===== src/rtl/cdb_arbiter_pkg.sv =====
// Shared types and widths for the CDB arbiter: source ids, result record and broadcast payload.
package cdb_arbiter_pkg;

    localparam int unsigned ROB_WIDTH  = 4;
    localparam int unsigned FIFO_WIDTH = 2;
    localparam int unsigned DEPTH      = 1 << FIFO_WIDTH;
    localparam int unsigned DATA_WIDTH = 32;
    localparam int unsigned REC_WIDTH  = DATA_WIDTH + ROB_WIDTH;
    localparam int unsigned CNT_WIDTH  = FIFO_WIDTH + 1;

    typedef enum logic {
        SRC_ALU = 1'b0,
        SRC_LSB = 1'b1
    } src_e;

    typedef struct packed {
        logic [DATA_WIDTH-1:0] val;
        logic [ROB_WIDTH-1:0]  dest;
    } cdb_rec_t;

    typedef struct packed {
        logic     flag;
        src_e     src;
        cdb_rec_t rec;
    } cdb_bcast_t;

    // Round-robin choice between two requesters; a tie goes to the source not granted last.
    function automatic src_e rr_pick(input logic alu_req, input logic lsb_req, input src_e last);
        if (alu_req && lsb_req) begin
            return (last == SRC_ALU) ? SRC_LSB : SRC_ALU;
        end
        if (lsb_req) begin
            return SRC_LSB;
        end
        return SRC_ALU;
    endfunction

endpackage


===== src/rtl/cdb_arbiter_if.sv =====
// Producer-side and broadcast-side signals of the CDB arbiter, grouped as one bus.
interface cdb_arbiter_if;
    import cdb_arbiter_pkg::*;

    logic                  aluFlag;
    logic [DATA_WIDTH-1:0] aluVal;
    logic [ROB_WIDTH-1:0]  aluDest;
    logic                  aluStall;

    logic                  lsbFlag;
    logic [DATA_WIDTH-1:0] lsbVal;
    logic [ROB_WIDTH-1:0]  lsbDest;
    logic                  lsbStall;

    logic                  cdbFlag;
    logic [DATA_WIDTH-1:0] cdbVal;
    logic [ROB_WIDTH-1:0]  cdbDest;
    logic                  cdbSrc;
    logic                  overflow;

    modport master (
        output aluFlag, aluVal, aluDest,
        output lsbFlag, lsbVal, lsbDest,
        input  aluStall, lsbStall,
        input  cdbFlag, cdbVal, cdbDest, cdbSrc, overflow
    );

    modport slave (
        input  aluFlag, aluVal, aluDest,
        input  lsbFlag, lsbVal, lsbDest,
        output aluStall, lsbStall,
        output cdbFlag, cdbVal, cdbDest, cdbSrc, overflow
    );

endinterface


===== src/rtl/cdb_arbiter_result_fifo.sv =====
// DEPTH-entry result FIFO with enable, flush, same-cycle push/pop and overflow-drop detection.
module result_fifo
    import cdb_arbiter_pkg::*;
(
    input  logic     clk,
    input  logic     rst_n,
    input  logic     en_i,
    input  logic     flush_i,
    input  logic     push_i,
    input  cdb_rec_t data_i,
    input  logic     pop_i,
    output cdb_rec_t head_c_o,
    output logic     empty_c_o,
    output logic     near_full_c_o,
    output logic     drop_c_o
);

    logic [REC_WIDTH-1:0]  mem_q [DEPTH];
    logic [FIFO_WIDTH-1:0] wr_ptr_q, wr_ptr_d;
    logic [FIFO_WIDTH-1:0] rd_ptr_q, rd_ptr_d;
    logic [CNT_WIDTH-1:0]  count_q,  count_d;

    logic live;
    logic full;
    logic pop_ok;
    logic push_ok;

    assign live    = en_i && !flush_i;
    assign full    = (count_q == CNT_WIDTH'(DEPTH));
    assign pop_ok  = live && pop_i && (count_q != '0);
    // A pop in the same cycle frees the slot, so a full FIFO can still accept.
    assign push_ok = live && push_i && (!full || pop_ok);

    assign head_c_o      = cdb_rec_t'(mem_q[rd_ptr_q]);
    assign empty_c_o     = (count_q == '0);
    assign near_full_c_o = (count_q >= CNT_WIDTH'(DEPTH - 1));
    assign drop_c_o      = live && push_i && full && !pop_ok;

    always_comb begin : next_ptrs
        wr_ptr_d = wr_ptr_q;
        rd_ptr_d = rd_ptr_q;
        count_d  = count_q;
        if (en_i && flush_i) begin
            wr_ptr_d = '0;
            rd_ptr_d = '0;
            count_d  = '0;
        end else begin
            if (push_ok) wr_ptr_d = wr_ptr_q + FIFO_WIDTH'(1);
            if (pop_ok)  rd_ptr_d = rd_ptr_q + FIFO_WIDTH'(1);
            count_d = count_q + CNT_WIDTH'(push_ok) - CNT_WIDTH'(pop_ok);
        end
    end

    always_ff @(posedge clk or negedge rst_n) begin : ptr_regs
        if (!rst_n) begin
            wr_ptr_q <= '0;
            rd_ptr_q <= '0;
            count_q  <= '0;
        end else begin
            wr_ptr_q <= wr_ptr_d;
            rd_ptr_q <= rd_ptr_d;
            count_q  <= count_d;
        end
    end

    // Storage is only ever read behind a non-zero count, so it needs no reset.
    always_ff @(posedge clk) begin : storage
        if (push_ok) begin
            mem_q[wr_ptr_q] <= REC_WIDTH'(data_i);
        end
    end

endmodule


===== src/rtl/cdb_arbiter.sv =====
// Round-robin arbiter sharing the CDB between the ALU and LSB result FIFOs, one registered broadcast per cycle.
// Optional CDB_BYPASS_EN: an empty winning FIFO with a live push goes straight to the bus (1-edge latency).
module cdb_arbiter
    import cdb_arbiter_pkg::*;
(
    input  logic          clockIn,
    input  logic          resetIn,
    input  logic          readyIn,
    input  logic          flushIn,
    cdb_arbiter_if.slave  bus
);

    cdb_bcast_t bcast_q, bcast_d;
    src_e       last_q,  last_d;
    logic       overflow_q, overflow_d;

    cdb_rec_t alu_in, lsb_in;
    cdb_rec_t alu_head, lsb_head;
    logic     alu_empty, lsb_empty;
    logic     alu_near_full, lsb_near_full;
    logic     alu_drop, lsb_drop;
    logic     alu_req, lsb_req;
    logic     alu_push, lsb_push;
    logic     alu_pop, lsb_pop;
    logic     grant_vld;
    src_e     grant_src;
    cdb_rec_t grant_rec;

    assign alu_in = '{val: bus.aluVal, dest: bus.aluDest};
    assign lsb_in = '{val: bus.lsbVal, dest: bus.lsbDest};

`ifdef CDB_BYPASS_EN
    logic alu_byp, lsb_byp;

    assign alu_req   = !alu_empty || bus.aluFlag;
    assign lsb_req   = !lsb_empty || bus.lsbFlag;
    assign grant_vld = alu_req || lsb_req;
    assign grant_src = rr_pick(alu_req, lsb_req, last_q);

    assign alu_byp   = grant_vld && (grant_src == SRC_ALU) && alu_empty;
    assign lsb_byp   = grant_vld && (grant_src == SRC_LSB) && lsb_empty;
    assign alu_push  = bus.aluFlag && !alu_byp;
    assign lsb_push  = bus.lsbFlag && !lsb_byp;
    assign alu_pop   = grant_vld && (grant_src == SRC_ALU) && !alu_empty;
    assign lsb_pop   = grant_vld && (grant_src == SRC_LSB) && !lsb_empty;

    always_comb begin : grant_data
        grant_rec = lsb_byp ? lsb_in : lsb_head;
        if (grant_src == SRC_ALU) begin
            grant_rec = alu_byp ? alu_in : alu_head;
        end
    end
`else
    assign alu_req   = !alu_empty;
    assign lsb_req   = !lsb_empty;
    assign grant_vld = alu_req || lsb_req;
    assign grant_src = rr_pick(alu_req, lsb_req, last_q);

    assign alu_push  = bus.aluFlag;
    assign lsb_push  = bus.lsbFlag;
    assign alu_pop   = grant_vld && (grant_src == SRC_ALU);
    assign lsb_pop   = grant_vld && (grant_src == SRC_LSB);

    always_comb begin : grant_data
        grant_rec = (grant_src == SRC_ALU) ? alu_head : lsb_head;
    end
`endif

    result_fifo u_alu_fifo (
        .clk           (clockIn),
        .rst_n         (resetIn),
        .en_i          (readyIn),
        .flush_i       (flushIn),
        .push_i        (alu_push),
        .data_i        (alu_in),
        .pop_i         (alu_pop),
        .head_c_o      (alu_head),
        .empty_c_o     (alu_empty),
        .near_full_c_o (alu_near_full),
        .drop_c_o      (alu_drop)
    );

    result_fifo u_lsb_fifo (
        .clk           (clockIn),
        .rst_n         (resetIn),
        .en_i          (readyIn),
        .flush_i       (flushIn),
        .push_i        (lsb_push),
        .data_i        (lsb_in),
        .pop_i         (lsb_pop),
        .head_c_o      (lsb_head),
        .empty_c_o     (lsb_empty),
        .near_full_c_o (lsb_near_full),
        .drop_c_o      (lsb_drop)
    );

    // Flush kills the broadcast but keeps round-robin history and the sticky overflow.
    always_comb begin : arb_next
        bcast_d    = bcast_q;
        last_d     = last_q;
        overflow_d = overflow_q || alu_drop || lsb_drop;
        if (readyIn) begin
            if (flushIn) begin
                bcast_d.flag = 1'b0;
            end else if (grant_vld) begin
                bcast_d.flag = 1'b1;
                bcast_d.src  = grant_src;
                bcast_d.rec  = grant_rec;
                last_d       = grant_src;
            end else begin
                bcast_d.flag = 1'b0;
            end
        end
    end

    always_ff @(posedge clockIn or negedge resetIn) begin : arb_regs
        if (!resetIn) begin
            bcast_q    <= '0;
            last_q     <= SRC_LSB;
            overflow_q <= 1'b0;
        end else begin
            bcast_q    <= bcast_d;
            last_q     <= last_d;
            overflow_q <= overflow_d;
        end
    end

    assign bus.cdbFlag  = bcast_q.flag;
    assign bus.cdbSrc   = bcast_q.src;
    assign bus.cdbVal   = bcast_q.rec.val;
    assign bus.cdbDest  = bcast_q.rec.dest;
    assign bus.overflow = overflow_q;
    assign bus.aluStall = alu_near_full;
    assign bus.lsbStall = lsb_near_full;

endmodule

===== src/flat_wrapper.sv =====
// flat-port wrapper written by rule: the top's interface ports become plain ports
module cdb_arbiter_flat import cdb_arbiter_pkg::*;
  (clockIn, resetIn, readyIn, flushIn, bus_aluFlag, bus_aluVal, bus_aluDest, bus_lsbFlag, bus_lsbVal, bus_lsbDest, bus_aluStall, bus_lsbStall, bus_cdbFlag, bus_cdbVal, bus_cdbDest, bus_cdbSrc, bus_overflow);
  cdb_arbiter_if bus_i ();
  input  logic clockIn;
  input  logic resetIn;
  input  logic readyIn;
  input  logic flushIn;
  input wire logic [$bits(bus_i.aluFlag)-1:0] bus_aluFlag;
  input wire logic [$bits(bus_i.aluVal)-1:0] bus_aluVal;
  input wire logic [$bits(bus_i.aluDest)-1:0] bus_aluDest;
  input wire logic [$bits(bus_i.lsbFlag)-1:0] bus_lsbFlag;
  input wire logic [$bits(bus_i.lsbVal)-1:0] bus_lsbVal;
  input wire logic [$bits(bus_i.lsbDest)-1:0] bus_lsbDest;
  output wire logic [$bits(bus_i.aluStall)-1:0] bus_aluStall;
  output wire logic [$bits(bus_i.lsbStall)-1:0] bus_lsbStall;
  output wire logic [$bits(bus_i.cdbFlag)-1:0] bus_cdbFlag;
  output wire logic [$bits(bus_i.cdbVal)-1:0] bus_cdbVal;
  output wire logic [$bits(bus_i.cdbDest)-1:0] bus_cdbDest;
  output wire logic [$bits(bus_i.cdbSrc)-1:0] bus_cdbSrc;
  output wire logic [$bits(bus_i.overflow)-1:0] bus_overflow;
  assign bus_i.aluFlag = bus_aluFlag;
  assign bus_i.aluVal = bus_aluVal;
  assign bus_i.aluDest = bus_aluDest;
  assign bus_i.lsbFlag = bus_lsbFlag;
  assign bus_i.lsbVal = bus_lsbVal;
  assign bus_i.lsbDest = bus_lsbDest;
  assign bus_aluStall = bus_i.aluStall;
  assign bus_lsbStall = bus_i.lsbStall;
  assign bus_cdbFlag = bus_i.cdbFlag;
  assign bus_cdbVal = bus_i.cdbVal;
  assign bus_cdbDest = bus_i.cdbDest;
  assign bus_cdbSrc = bus_i.cdbSrc;
  assign bus_overflow = bus_i.overflow;
  cdb_arbiter u_core (.clockIn(clockIn), .resetIn(resetIn), .readyIn(readyIn), .flushIn(flushIn), .bus(bus_i));
endmodule

===== config.mk =====
export PLATFORM = sky130hd
export DESIGN_NAME = cdb_arbiter_flat
export DESIGN_NICKNAME = d
export VERILOG_FILES = /design/src/rtl/cdb_arbiter_pkg.sv /design/src/rtl/cdb_arbiter_if.sv /design/src/rtl/cdb_arbiter_result_fifo.sv /design/src/rtl/cdb_arbiter.sv /design/src/flat_wrapper.sv
export SDC_FILE = /design/constraint.sdc
export NUM_CORES = 1
export LEC_CHECK = 0
export CAP_MARGIN = 0
export CORE_ASPECT_RATIO = 1.5
export CORE_MARGIN = 3
export CORE_UTILIZATION = 51
export CTS_CLUSTER_DIAMETER = 80
export DETAILED_ROUTE_END_ITERATION = 7
export GPL_TIMING_DRIVEN = 1
export PLACE_DENSITY_LB_ADDON = 0.3
export SYNTH_ARGS = -nofsm -noshare
export SYNTH_HDL_FRONTEND = slang
export SYNTH_SLANG_ARGS = --single-unit

===== constraint.sdc =====
create_clock -name clockIn -period 2.5 [get_ports clockIn]
set_input_delay 0.5 -clock clockIn [delete_from_list [all_inputs] [get_ports clockIn]]
set_output_delay 0.5 -clock clockIn [all_outputs]
set_load 0.02 [all_outputs]

==> reports/qor.yml <==
clocking:
  cts-root-buf: "clkbuf_16"
  cts_sinks: 342
  clk_latency_ns: 0.55
  clk_pin_slew_worst_paths_ns: 0.07
  numCtsBuffers: 30
  cts_tree: "yes"
  htree_levels: 1
  clock_path_buffers: 3
logic_synthesis:
  synthArstFlopShare_pct: 15.8
  syn_inst: 641
  synth.area.top_cells: "edfxtp_1, mux4_2, dfrtp_1"
  yosys.cell_count.top_type: "edfxtp_1"
  synth_top_area_cell: "edfxtp_1"
  ys_types: 34
  ys_seq_area_share_pct: 76.9
  avgSynthCellArea_sq_um: 20.3
  synth_edf_count: 288
  synth_common_cells: "edfxtp_1, nand2_1, mux4_2, dfrtp_1, a22oi_1"
  syn_area_sq_mm: 0.0130
  yosysTopAreaCellShare_pct: 66.5
  ys.flop_type: "edfxtp_1"
  syn-num-nets: 735
  ys_seq_elements: 342
  yosysWarnings: 0
critical_path:
  start_kind: "register"
  path_common_cell: "inv_1"
  r2r_setup_slack_ns: 0.07
  cp_slowest_cell: "dfrtp_1"
  crit_arrival_ns: 2.87
  crit_buf_inv: 3
  cpPeakStageDelay_ns: 0.41
  cp_cell_sequence: "buf_6 -> or3b_4 -> o311a_1 -> inv_1 -> ha_1 -> inv_1 -> ha_2 -> fa_1 -> and2_1"
  critical_path.top_delay_family: "adder cells"
  path_class: "register to register"
  cp.required_ns: 2.94
  critPathCaptureType: "register"
  path_max_fanout: 3
timing:
  fin_skew_ns: 0.00832
  tns_ns: 0
  setup_violations: 0
  max_slew.worst_pin.slew_ns: 0.635
  hold_viol: 0
  period_needed_ns: 2.43
  fmax_mhz: 411
  final_max_slew_viol_count: 0
  rsz0062_at_grt: "true"
  fin_crit_sh_pct: 97.2
  relSlewSlack_pct: 57.7
placement:
  port_buffers: 118
  gp_congestion: 0.778
  place_inst: 1090
  dp_hpwl_um: 17100
  placedInstanceArea_sq_mm: 0.0150
finish:
  n_antenna_cell: 0
  synthToLayoutAreaGrowth_pct: 24.1
  fin_nets: 901
  fin_area_sq_mm: 0.0161
  layout.cells.non_filler: 1155
  drive_gt1_share_pct: 23.3
  post-route-util_pct: 65.3
floorplanning:
  core_area_sq_mm: 0.0247
  io_pins: 119
  num_rows: 70
  dieWidth_um: 136
  start_util_pct: 52.6
  die_h_um: 202
  die-area_sq_mm: 0.0275
grt:
  antenna_found_initial: 0
  grt_max_degree: 55
  track_usage_pct: 20.9
  grt_pass1_vias: 7374
  grt_pass1_wl_um: 43000
  grt-ovfl-total: 0
pwr:
  powerDensity_mw_per_mm2: 973
  ir_worst_vdd_mv: 0.603
  p_leak_nw: 5.55
route:
  first_iter_violations: 505
  drc_errors: 0
  first_pass_iters: 5
  wl_um: 27600
  viasPerCell: 5.69
  wl_per_cell_um: 23.9
  num_vias: 6567
  ant_nets: 0
min_path:
  hp-class: "register to register"
run_status:
  outcome: "completed"
job:
  cap_violations: 0
## kinds of logic (layout without fill, tap and decap cells)
logic type,after synthesis,count (layout),synth area share [%]
buf+inv,44,234,1.61
simple gates,111,111,3.64
xor+xnor,5,5,0.337
compound gates,48,48,3.14
fa+ha+maj,16,16,1.66
mux,75,75,12.7
flops,342,342,76.9
## final cells by class
type,instances,area (sq um)
Timing Repair Buffer,163,1820
Fill cell,1655,8570
Clock buffer,35,790
Inverter,15,56.3
Clock inverter,21,203
Sequential cell,342,10000
Tap cell,324,405
Multi-Input combinational cell,255,2850
## through the flow
stage | hold WS [ns] | setup WS (ns) | total power [mW]
floorplan | 0.204 | -0.0682 | 9.52
global placement | 0.450 | -0.178 | 11.1
detailed placement | 0.456 | -0.311 | 11.2
CTS | 0.471 | 0.00929 | 15.8
global route | 0.486 | -0.0140 | 16.4
finish | 0.464 | 0.0695 | 15.7
## layout by cell type (no fill, tap or decap), types with 2 or more instances in the layout
cell type          n
a21o_1             2
a22oi_1           32
a22oi_2            4
and2_1             4
and2_2             8
buf_12            24
buf_4             19
bufinv_16          3
clkbuf_1           3
clkbuf_16         30
clkbuf_8           2
clkdlybuf4s50_1  115
clkinv_1           5
clkinv_2           6
clkinv_4           2
clkinvlp_4         4
dfrtp_1           48
dfrtp_2            3
dfrtp_4            2
dlygate4sd2_1      2
edfxtp_1         288
ha_1              11
ha_4               2
inv_1             13
inv_2              2
mux2i_1            3
mux4_2            72
nand2_1           83
nor2_1             8
nor3_1             2
o21ai_0            3
o31ai_1            2
xnor2_1            4
## path summary, 6_finish.rpt
path / startpoint / to / cells after the start
worst max-delay path: u_core.u_alu_fifo.count_q[1]$_DFF_PN0_ / u_core.u_alu_fifo.count_q[1]$_DFF_PN0_ / 9
worst min-delay path: u_core.bus.cdbVal[23]$_DFFE_PN0P_ / u_core.bus.cdbVal[23]$_DFFE_PN0P_ / 2
worst max register to register: u_core.u_alu_fifo.count_q[1]$_DFF_PN0_ / u_core.u_alu_fifo.count_q[1]$_DFF_PN0_ / 9
worst min register to register: u_core.bus.cdbVal[23]$_DFFE_PN0P_ / u_core.bus.cdbVal[23]$_DFFE_PN0P_ / 2
max in group asynchronous: resetIn / u_core.last_q$_DFFE_PN1P_ / 3
min in group asynchronous: resetIn / u_core.bus.cdbVal[8]$_DFFE_PN0P_ / 3
## timing repair
item                       CTS  global route
gates resized for setup      4             3
hold endpoints to repair    53             0
hold buffers                 1             0
setup endpoints to repair    3             8
buffers inserted             4             4
pin swaps                    4             8
## sequential cells by signal (all words and copies together) (netlist names), 2 cells and up
name and cells:
u_core.u_lsb_fifo.count_q 3, u_core.u_alu_fifo.rd_ptr_q 2, u_core.u_alu_fifo.mem_q 144, u_core.u_alu_fifo.wr_ptr_q 2
u_core.bus.cdbDest 4, u_core.bus.cdbVal 32, u_core.u_lsb_fifo.mem_q 144, u_core.u_lsb_fifo.rd_ptr_q 2
u_core.u_lsb_fifo.wr_ptr_q 2, u_core.u_alu_fifo.count_q 3
## per-layer routing
| metal | vias to the layer above | share of wire [%] | track usage, % |
|---|---|---|---|
| met5 | - | 0 | 0 |
| met4 | 0 | 2.1 | 5.58 |
| met3 | 42 | 4.8 | 2.65 |
| met2 | 213 | 55 | 37.8 |
| met1 | 3427 | 38 | 26.6 |
| li1 | 2885 | - | - |
## worst register-to-register path: cells and delay by family (launching register included)
| kind | cells | cell delay, ns |
|---|---|---|
| AOI/OAI and AO/OA | 1 | 0.38 |
| adders and majority gates | 3 | 0.78 |
| buffers and inverters | 3 | 0.26 |
| DFF | 1 | 0.41 |
| and+or+nand+nor | 2 | 0.50 |
## where the power goes
group	internal [mW]	leakage (nW)	switching [mW]
Combinational	2.01	1.80	1.89
Sequential	6.75	3.27	0.488
Clock	2.58	0.477	1.98
Total	11.3	5.55	4.37
Power figures use the tool's default switching activity.
